### src/rtl/seg_ctrl_pkg.sv
// Shared constants and types for the seven-segment Wishbone controller.
// Register offsets, CTRL/STATUS bit positions and the apply FSM states.
package seg_ctrl_pkg;

    localparam logic [3:0] OFF_SHADOW = 4'h0;
    localparam logic [3:0] OFF_CTRL   = 4'h4;
    localparam logic [3:0] OFF_STATUS = 4'h8;
    localparam logic [3:0] OFF_IRQCLR = 4'hC;

    localparam int CTRL_GO     = 0;
    localparam int CTRL_AUTO   = 1;
    localparam int CTRL_IRQ_EN = 2;

    localparam int ST_CNT_LSB = 8;
    localparam int ST_PENDING = 16;

    localparam logic [23:0] CMP_RESET_DEF = 24'h000100;

    typedef enum logic {
        IDLE,
        APPLY
    } apply_state_t;

endpackage

### src/rtl/seg_ctrl_apply.sv
// Apply FSM: loads the shadow value into compare_out and strobes the counter.
// The load uses the next shadow value so bytes written alongside a trigger land.
module seg_ctrl_apply
    import seg_ctrl_pkg::*;
#(
    parameter int               CMP_W     = 24,
    parameter logic [CMP_W-1:0] CMP_RESET = CMP_RESET_DEF
) (
    input  logic             clk,
    input  logic             rst_n,
    input  logic             trigger,
    input  logic [CMP_W-1:0] shadow_d,
    output logic [CMP_W-1:0] compare_out,
    output logic             update_compare,
    output logic [7:0]       count,
    output logic             pending
);

    apply_state_t state, state_nx;
    logic         apply_en;

    always_ff @(posedge clk) begin
        if (!rst_n) state <= IDLE;
        else        state <= state_nx;
    end

    always_comb begin
        state_nx = state;
        unique case (state)
            IDLE:    if (trigger) state_nx = APPLY;
            APPLY:   state_nx = IDLE;
            default: state_nx = IDLE;
        endcase
    end

    always_comb begin
        apply_en = (state == APPLY);
    end

    // A trigger seen while applying folds into the current load.
    always_ff @(posedge clk) begin
        if (!rst_n) begin
            compare_out    <= CMP_RESET;
            update_compare <= 1'b0;
            count          <= 8'd0;
            pending        <= 1'b0;
        end else begin
            update_compare <= apply_en;
            if (apply_en) begin
                compare_out <= shadow_d;
                count       <= count + 8'd1;
                pending     <= 1'b0;
            end else if (trigger) begin
                pending <= 1'b1;
            end
        end
    end

endmodule

### src/rtl/seg_ctrl_wb.sv
// Wishbone slave feeding compare values to seven_segment_seconds.
// Also samples the segment pattern and flags digit changes on irq.
module seg_ctrl_wb
    import seg_ctrl_pkg::*;
#(
    parameter logic [31:0]      BASE_ADDR = 32'h3000_0000,
    parameter int               CMP_W     = 24,
    parameter logic [CMP_W-1:0] CMP_RESET = CMP_RESET_DEF
) (
    input  logic             wb_clk_i,
    input  logic             wb_rst_n,
    input  logic             wbs_stb_i,
    input  logic             wbs_cyc_i,
    input  logic             wbs_we_i,
    input  logic [3:0]       wbs_sel_i,
    input  logic [31:0]      wbs_adr_i,
    input  logic [31:0]      wbs_dat_i,
    output logic             wbs_ack_o,
    output logic [31:0]      wbs_dat_o,
    input  logic [6:0]       led_in,
    output logic             update_compare,
    output logic [CMP_W-1:0] compare_out,
    output logic             irq
);

    logic             in_win, req, wr, rd;
    logic [3:0]       off;
    logic             wr_shadow, wr_ctrl, wr_irqclr;
    logic             go, trigger, irq_set;
    logic             auto_q, irq_en;
    logic [CMP_W-1:0] shadow, shadow_d;
    logic [31:0]      mask, merged, rdata;
    logic [6:0]       led_q, led_q_d;
    logic [7:0]       count;
    logic             pending;
    logic             unused_ok;

    assign off    = wbs_adr_i[3:0];
    assign in_win = (wbs_adr_i[31:4] == BASE_ADDR[31:4]);
    assign req    = wbs_stb_i & wbs_cyc_i & in_win & ~wbs_ack_o;
    assign wr     = req & wbs_we_i;
    assign rd     = req & ~wbs_we_i;

    assign wr_shadow = wr && (off == OFF_SHADOW);
    assign wr_ctrl   = wr && (off == OFF_CTRL) && wbs_sel_i[0];
    assign wr_irqclr = wr && (off == OFF_IRQCLR);

    assign go      = wr_ctrl & wbs_dat_i[CTRL_GO];
    assign trigger = go | (wr_shadow & auto_q);
    assign irq_set = irq_en & (led_q != led_q_d);

    assign mask = {{8{wbs_sel_i[3]}}, {8{wbs_sel_i[2]}},
                   {8{wbs_sel_i[1]}}, {8{wbs_sel_i[0]}}};
    assign merged = ({{(32-CMP_W){1'b0}}, shadow} & ~mask)
                  | (wbs_dat_i & mask);
    assign shadow_d  = wr_shadow ? merged[CMP_W-1:0] : shadow;
    assign unused_ok = ^merged[31:CMP_W];

    always_comb begin
        rdata = '0;
        unique case (1'b1)
            (off == OFF_SHADOW): rdata[CMP_W-1:0] = shadow;
            (off == OFF_CTRL): begin
                rdata[CTRL_AUTO]   = auto_q;
                rdata[CTRL_IRQ_EN] = irq_en;
            end
            (off == OFF_STATUS): begin
                rdata[6:0]               = led_q;
                rdata[ST_CNT_LSB +: 8]   = count;
                rdata[ST_PENDING]        = pending;
            end
            default: rdata = '0;
        endcase
    end

    // A digit change in the same cycle as IRQCLR keeps irq set.
    always_ff @(posedge wb_clk_i) begin
        if (!wb_rst_n) begin
            wbs_ack_o <= 1'b0;
            wbs_dat_o <= '0;
            shadow    <= CMP_RESET;
            auto_q    <= 1'b0;
            irq_en    <= 1'b0;
            led_q     <= '0;
            led_q_d   <= '0;
            irq       <= 1'b0;
        end else begin
            wbs_ack_o <= req;
            wbs_dat_o <= rd ? rdata : '0;
            shadow    <= shadow_d;
            if (wr_ctrl) begin
                auto_q <= wbs_dat_i[CTRL_AUTO];
                irq_en <= wbs_dat_i[CTRL_IRQ_EN];
            end
            led_q   <= led_in;
            led_q_d <= led_q;
            if (irq_set)        irq <= 1'b1;
            else if (wr_irqclr) irq <= 1'b0;
        end
    end

    seg_ctrl_apply #(
        .CMP_W     (CMP_W),
        .CMP_RESET (CMP_RESET)
    ) u_apply (
        .clk            (wb_clk_i),
        .rst_n          (wb_rst_n),
        .trigger        (trigger),
        .shadow_d       (shadow_d),
        .compare_out    (compare_out),
        .update_compare (update_compare),
        .count          (count),
        .pending        (pending)
    );

endmodule
### config.mk
export PLATFORM = sky130hd
export DESIGN_NAME = seg_ctrl_wb
export DESIGN_NICKNAME = d
export VERILOG_FILES = /design/src/rtl/seg_ctrl_pkg.sv /design/src/rtl/seg_ctrl_apply.sv /design/src/rtl/seg_ctrl_wb.sv
export SDC_FILE = /design/constraint.sdc
export NUM_CORES = 1
export LEC_CHECK = 0
export ABC_CLOCK_PERIOD_IN_PS = 4600
export BUFFER_PORTS_ARGS = -buffer_cell sky130_fd_sc_hd__buf_2
export CORE_MARGIN = 3
export CORE_UTILIZATION = 53
export DETAILED_ROUTE_END_ITERATION = 12
export GPL_TIMING_DRIVEN = 0
export PLACE_DENSITY = 0.93
export SLEW_MARGIN = 20
export SYNTH_ARGS = -nofsm -noshare
export SYNTH_HDL_FRONTEND = slang
export SYNTH_SLANG_ARGS = --single-unit
### constraint.sdc
create_clock -name wb_clk_i -period 4.6 [get_ports wb_clk_i]
set_input_delay 0.23 -clock wb_clk_i [delete_from_list [all_inputs] [get_ports wb_clk_i]]
set_output_delay 0.23 -clock wb_clk_i [all_outputs]
set_load 0.005 [all_outputs]
# Yosys cells after proc, flatten, opt, wreduce, memory -nomap -nowiden
# Cells that the tools add are included.
op_classes:
  addsub: 1
  eq_ne: 5
  n_mux: 9
  bitwise: 17
  reduce_logical: 9
ops:
  columns: ["op", "count"]
  rows:
  - ["bitwise AND 24 bit", 2]
  - ["equality test 28 x 26 -> 1 bit (second input constant)", 1]
  - ["two-way mux 24 bit", 1]
  - ["NOT 24 bit", 1]
  - ["OR 24 bit", 1]
  - ["case mux 9 bit (2 select lines)", 1]
  - ["adder 8 x 1 -> 8 bit (second input constant)", 1]
  - ["bitwise AND 1 bit", 8]
  - ["equality test 4 bit (second input constant)", 2]
  - ["case mux 4 bit (2 select lines)", 1]
  - ["!= test 7 bit", 1]
  - ["case mux 2 bit (3 select lines)", 1]
  - ["equality test 4 x 3 -> 1 bit (second input constant)", 1]
  - ["logical AND 1 bit", 4]
  - ["logical NOT 4 bit", 1]
  - ["NOT 1 bit", 4]
  - ["case mux 1 bit (2 select lines)", 2]
  - ["two-way mux 1 bit", 3]
  - ["AND reduction 3 bit", 1]
  - ["AND reduction 2 bit", 1]
  - ["nonzero test 2 bit", 1]
  - ["OR reduction 2 bit", 1]
  - ["OR 1 bit", 1]
word_totals:
  reg_bits: 109
  output_inout_bits: 59
  word_cells: 56

# Logic depth before layout (Yosys ltp)
logic_depth:
  depth_word: 10
  mapped_depth: 7

# Modules after synthesis
# A second synthesis with hierarchy kept.
unflattened:
  hier_cells: 399
  hier_area_um2: 4317.9
modules_own_cells:
  columns: ["mod", "n_inst", "cells_each", "area_each_um2", "seq_area_each_um2"]
  rows:
  - ["seg_ctrl_wb", 1, 277, 2972.9, 1321.3]
  - ["seg_ctrl_apply", 1, 122, 1345.0, 700.7]

# Least setup slack after synthesis
# OpenSTA, ideal clock, no wires.
synth_path:
  kind: "input -> register"
  startpoint: "in wbs_adr_i[21]"
  endpoint: "reg u_apply.compare_out[10]"
  setup_ns: 0.136
  arrival_ns: 1.476
  t_required_ns: 4.464
  slack_ns: 2.987
  cell_stages: 5
  path_buffers: 1
  cell_sequence: "nor4_1 -> nand4_2 -> clkbuf_1 -> o31ai_1 -> a31oi_1"
synth_via:
  elab_chain_len: 6
synth_lines:
  columns: ["element", "line", "text"]
  rows:
  - ["start: declaration", "seg_ctrl_wb.sv:16", "input logic [31:0] wbs_adr_i,"]
  - ["equality test 28 x 26 -> 1 bit", "seg_ctrl_wb.sv:39", "assign in_win = (wbs_adr_i[31:4] == BASE_ADDR[31:4]);"]
  - ["bitwise AND 1 bit (2 in series)", "seg_ctrl_wb.sv:40", "assign req = wbs_stb_i & wbs_cyc_i & in_win & ~wbs_ack_o;"]
  - ["bitwise AND 1 bit", "seg_ctrl_wb.sv:41", "assign wr = req & wbs_we_i;"]
  - ["logical AND 1 bit", "seg_ctrl_wb.sv:44", "assign wr_shadow = wr && (off == OFF_SHADOW);"]
  - ["two-way mux 24 bit", "seg_ctrl_wb.sv:56", "assign shadow_d = wr_shadow ? merged[CMP_W-1:0] : shadow;"]
  - ["end signal: assignment", "seg_ctrl_apply.sv:50", "compare_out <= shadow_d;"]
  - ["end: declaration", "seg_ctrl_apply.sv:13", "output logic [CMP_W-1:0] compare_out,"]
# No other way between the ends.
# A chain may end at the register's enable or synchronous reset.

# Final worst setup path
layout_path:
  startpoint: "reg wbs_ack_o"
  endpoint: "reg u_apply.compare_out[12]"
layout_via:
  elab_chain_len: 5
layout_lines:
  columns: ["element", "line", "text"]
  rows:
  - ["start: declaration", "seg_ctrl_wb.sv:18", "output logic wbs_ack_o,"]
  - ["start signal: assignment", "seg_ctrl_wb.sv:88", "wbs_ack_o <= req;"]
  - ["NOT 1 bit", "seg_ctrl_wb.sv:40", null]
  - ["bitwise AND 1 bit", "seg_ctrl_wb.sv:40", null]
  - ["bitwise AND 1 bit", "seg_ctrl_wb.sv:41", null]
  - ["logical AND 1 bit", "seg_ctrl_wb.sv:44", null]
  - ["two-way mux 24 bit", "seg_ctrl_wb.sv:56", null]
# No other way between the ends.

==> summary.md <==
| Metric | Value |
|---|---|
| I/O Buffers | 118 |
| Leakage | 2.117 nW |
| RSZ-0062 raised after global routing | false |
| Period utilization | 42.22% |
| Status | complete, no violations |
| Worst path required time | 4.83 ns |
| Fin crit period | 1.942 ns |
| Sink Count | 101 |
| Maximum vdd ir drop | 0.1649 mV |
| Std cell rows | 31 |
| Worst Reg-to-Reg Cells | 5 |
| Reg-to-reg setup timing slack | 2.66 ns |
| Number of register bits inferred by synthesis | 101 |
| Slew headroom | 59.09% |
| Initial Util | 54.87% |
| Synth Area per Inst | 9.759 um2 |
| Placer Congestion | 0.9013 |
| Vias/cell | 6.111 |
| DIE AREA | 8629 um2 |
| Ports | 139 |
| Main synth FF type | dfxtp_1 |
| H-tree levels | 3 |
| Total Routing Usage GR | 26.98% |
| Placed cells | 634 |
| Cell Chain, Critical Path | nor4_2 > nand4_2 > clkbuf_1 > o31ai_1 > a31oi_1 |
| CTS Hold Buffers Added | 0 |
| Die height | 92.89 um |
| Slew of the pin with the lowest slew margin | 0.6109 ns |
| Pwr Density | 310.4 nW/um2 |
| HP Class | in2reg |
| TritonCTS clock tree | built |
| CTS Root Cell | clkbuf_8 |
| Largest net degree at the start of global routing | 16 |
| Worst Path Arrival | 2.17 ns |
| Cts bufs inserted | 9 |
| Residual DRC | 0 |
| Routed WL | 11.60 mm |
| Worst hold start | led_in[1] |
| Core ar. | 7292 um2 |
| Most frequent cells in the layout | buf_2 (129), dfxtp_1 (101), and2_1 (41) |
| Number of setup buffers added after CTS | 0 |
| Critical Path Source Type | flip-flop |
| Synth Cell Area | 4001 um2 |
| Reg2Reg Launch Point | wbs_ack_o |
| Clk slew on worst S/H paths | 0.09 ns |
| Antenna violations before repair | 0 |
| Hold EP | led_q[1] |
| Worst-skew pair later-pin latency | 0.37 ns |
| Layout cells sized above 1 | 29.58% |
| Final number of setup-violating endpoints | 0 |
| Hold path cells | 2 |
| Fmax | 0.5149 GHz |
| Crit-path max cell delay | 0.45 ns |
| Most common cell after layout, fill and taps aside | buf_2 |
| YS warnings | 0 |
| Post-synthesis cell type count | 41 |
| Initial drt markers | 434 |
| Finished Layout Cells | 650 |
| Seq/Total Area, Yosys | 50.53% |
| Cells resized by post-CTS repair | 0 |
| Routed Antenna Nets | 0 |
| WL/cell | 17.85 um |
| Post-detail-place hpwl | 8.216 mm |
| Vias in the first global route | 3885 |
| Chip width | 92.89 um |
| R2r endpoint | u_apply.compare_out[12] |
| CP max-delay cell | o31ai_1 |
| Asr flop ratio synth | 0% |
| TritonRoute pass-1 iters | 5 |
| Critical Setup Path Class | reg2reg |
| CTS Buffer Depth | 2 |
| Via count | 3972 |
| Crit Path Max Fanout | 10 |
| First-pass GRT wire length | 18.38 mm |
| Area delta synth->final | 23.36% |
| Nets | 627 |
| Crit end category | flip-flop |
| Setup TNS | 0 ns |
| Max-slew violations | 0 |
| N_diodes | 0 |
| Final hold vios | 0 |
| Overflow after GRT | 0 |
| Worst Skew | 0.006316 ns |
| Max-cap violations | 0 |
| Synth Instances | 410 |
| Post-synth EDFFs | 0 |
## registers in the layout, summed over array words and instances, names as in the netlist
register and flops:
led_q 7, shadow 24, irq_en 1, led_q_d 7
auto_q 1, u_apply.pending 1, u_apply.update_compare 1, wbs_dat_o 24
u_apply.compare_out 24, u_apply.count 8, irq 1, u_apply.apply_en 1
wbs_ack_o 1
## report_power, final
group	internal, mW	leakage [nW]	switching (mW)
logic	0.0417	1.21	0.0418
clock network	0.267	0.0899	0.298
registers	0.879	0.816	0.00404
total	1.19	2.12	0.344
## metal layers
metal / global-route usage, % / part of all wire [%]
met1: 32.46 / 37
met2: 45.53 / 48
met3: 5.118 / 11
met4: 14.16 / 4.4
met5: 0 / 0
## final cells by class
cell class	instances	area, um2
multi-input cells	271	1772
inverters	3	13.76
clock buffers	13	148.9
plain buffers	42	220.2
repair buffers	118	590.6
flip-flops and latches	101	2022
clock inverters	3	45.04
fillers	594	2356
well taps	99	123.9
## worst max path at each step
stage                        startpoint                 endpoint  slack, ns  depth (start not counted)
after floorplan           wbs_adr_i[21]  u_apply.compare_out[10]       2.99                          5
after global placement     wbs_adr_i[1]  u_apply.compare_out[17]       2.63                          7
after detailed placement   wbs_adr_i[1]   u_apply.compare_out[0]       2.49                          7
after CTS                     wbs_ack_o  u_apply.compare_out[12]       2.70                          5
after global routing          wbs_ack_o  u_apply.compare_out[12]       2.56                          5
final                         wbs_ack_o  u_apply.compare_out[12]       2.66                          5
## cell families (layout without fill, tap and decap cells)
group                    Yosys count  after routing  synth area share, %
multiplexers                       3              3               0.7505
XOR/XNOR                          12             12                2.627
adder cells (fa/ha/maj)            1              1               0.3126
AO/OA/AOI/OAI                    124            124                19.48
AND/OR/NAND/NOR                  123            123                20.36
buffers and inverters             45            179                5.847
other                              1              8              0.09372
flip-flops                       101            101                50.53
## synthesized netlist by cell type, types with 9 or more instances
cell type | count | area, um2
buf_2 | 11 | 55.05
dfxtp_1 | 101 | 2022
buf_4 | 9 | 67.56
and2_1 | 41 | 256.5
o31ai_1 | 27 | 202.7
clkbuf_1 | 20 | 75.07
a31oi_1 | 24 | 150.1
nand4_1 | 30 | 187.7
a21oi_1 | 31 | 155.2
o21ai_0 | 25 | 125.1
a22o_1 | 14 | 122.6
nor2_1 | 13 | 48.80
## worst max-delay path, delay by kind of cell, from the launching register on
family	cells	cell delay (ns)
AO/OA/AOI/OAI	2	0.61
buffers and inverters	1	0.34
flip-flops	1	0.33
AND/OR/NAND/NOR	2	0.50
## through the flow
step / instance area (um2) / setup slack [ns] / power, mW / utilization [%] / hold WS [ns]
after floorplan: 4028 / 2.987 / 0.9427 / - / 0.3573
after global placement: 4742 / 2.633 / 0.9823 / 65.03 / 0.4358
after detailed placement: 4742 / 2.487 / 0.9849 / 65.03 / 0.4414
after CTS: 4936 / 2.705 / 1.524 / 67.69 / 0.05724
after global routing: 4936 / 2.557 / 1.568 / 67.69 / 0.06944
final: 4936 / 2.658 / 1.532 / 67.69 / 0.05702
Note: power is estimated with default switching activity, not from simulation.
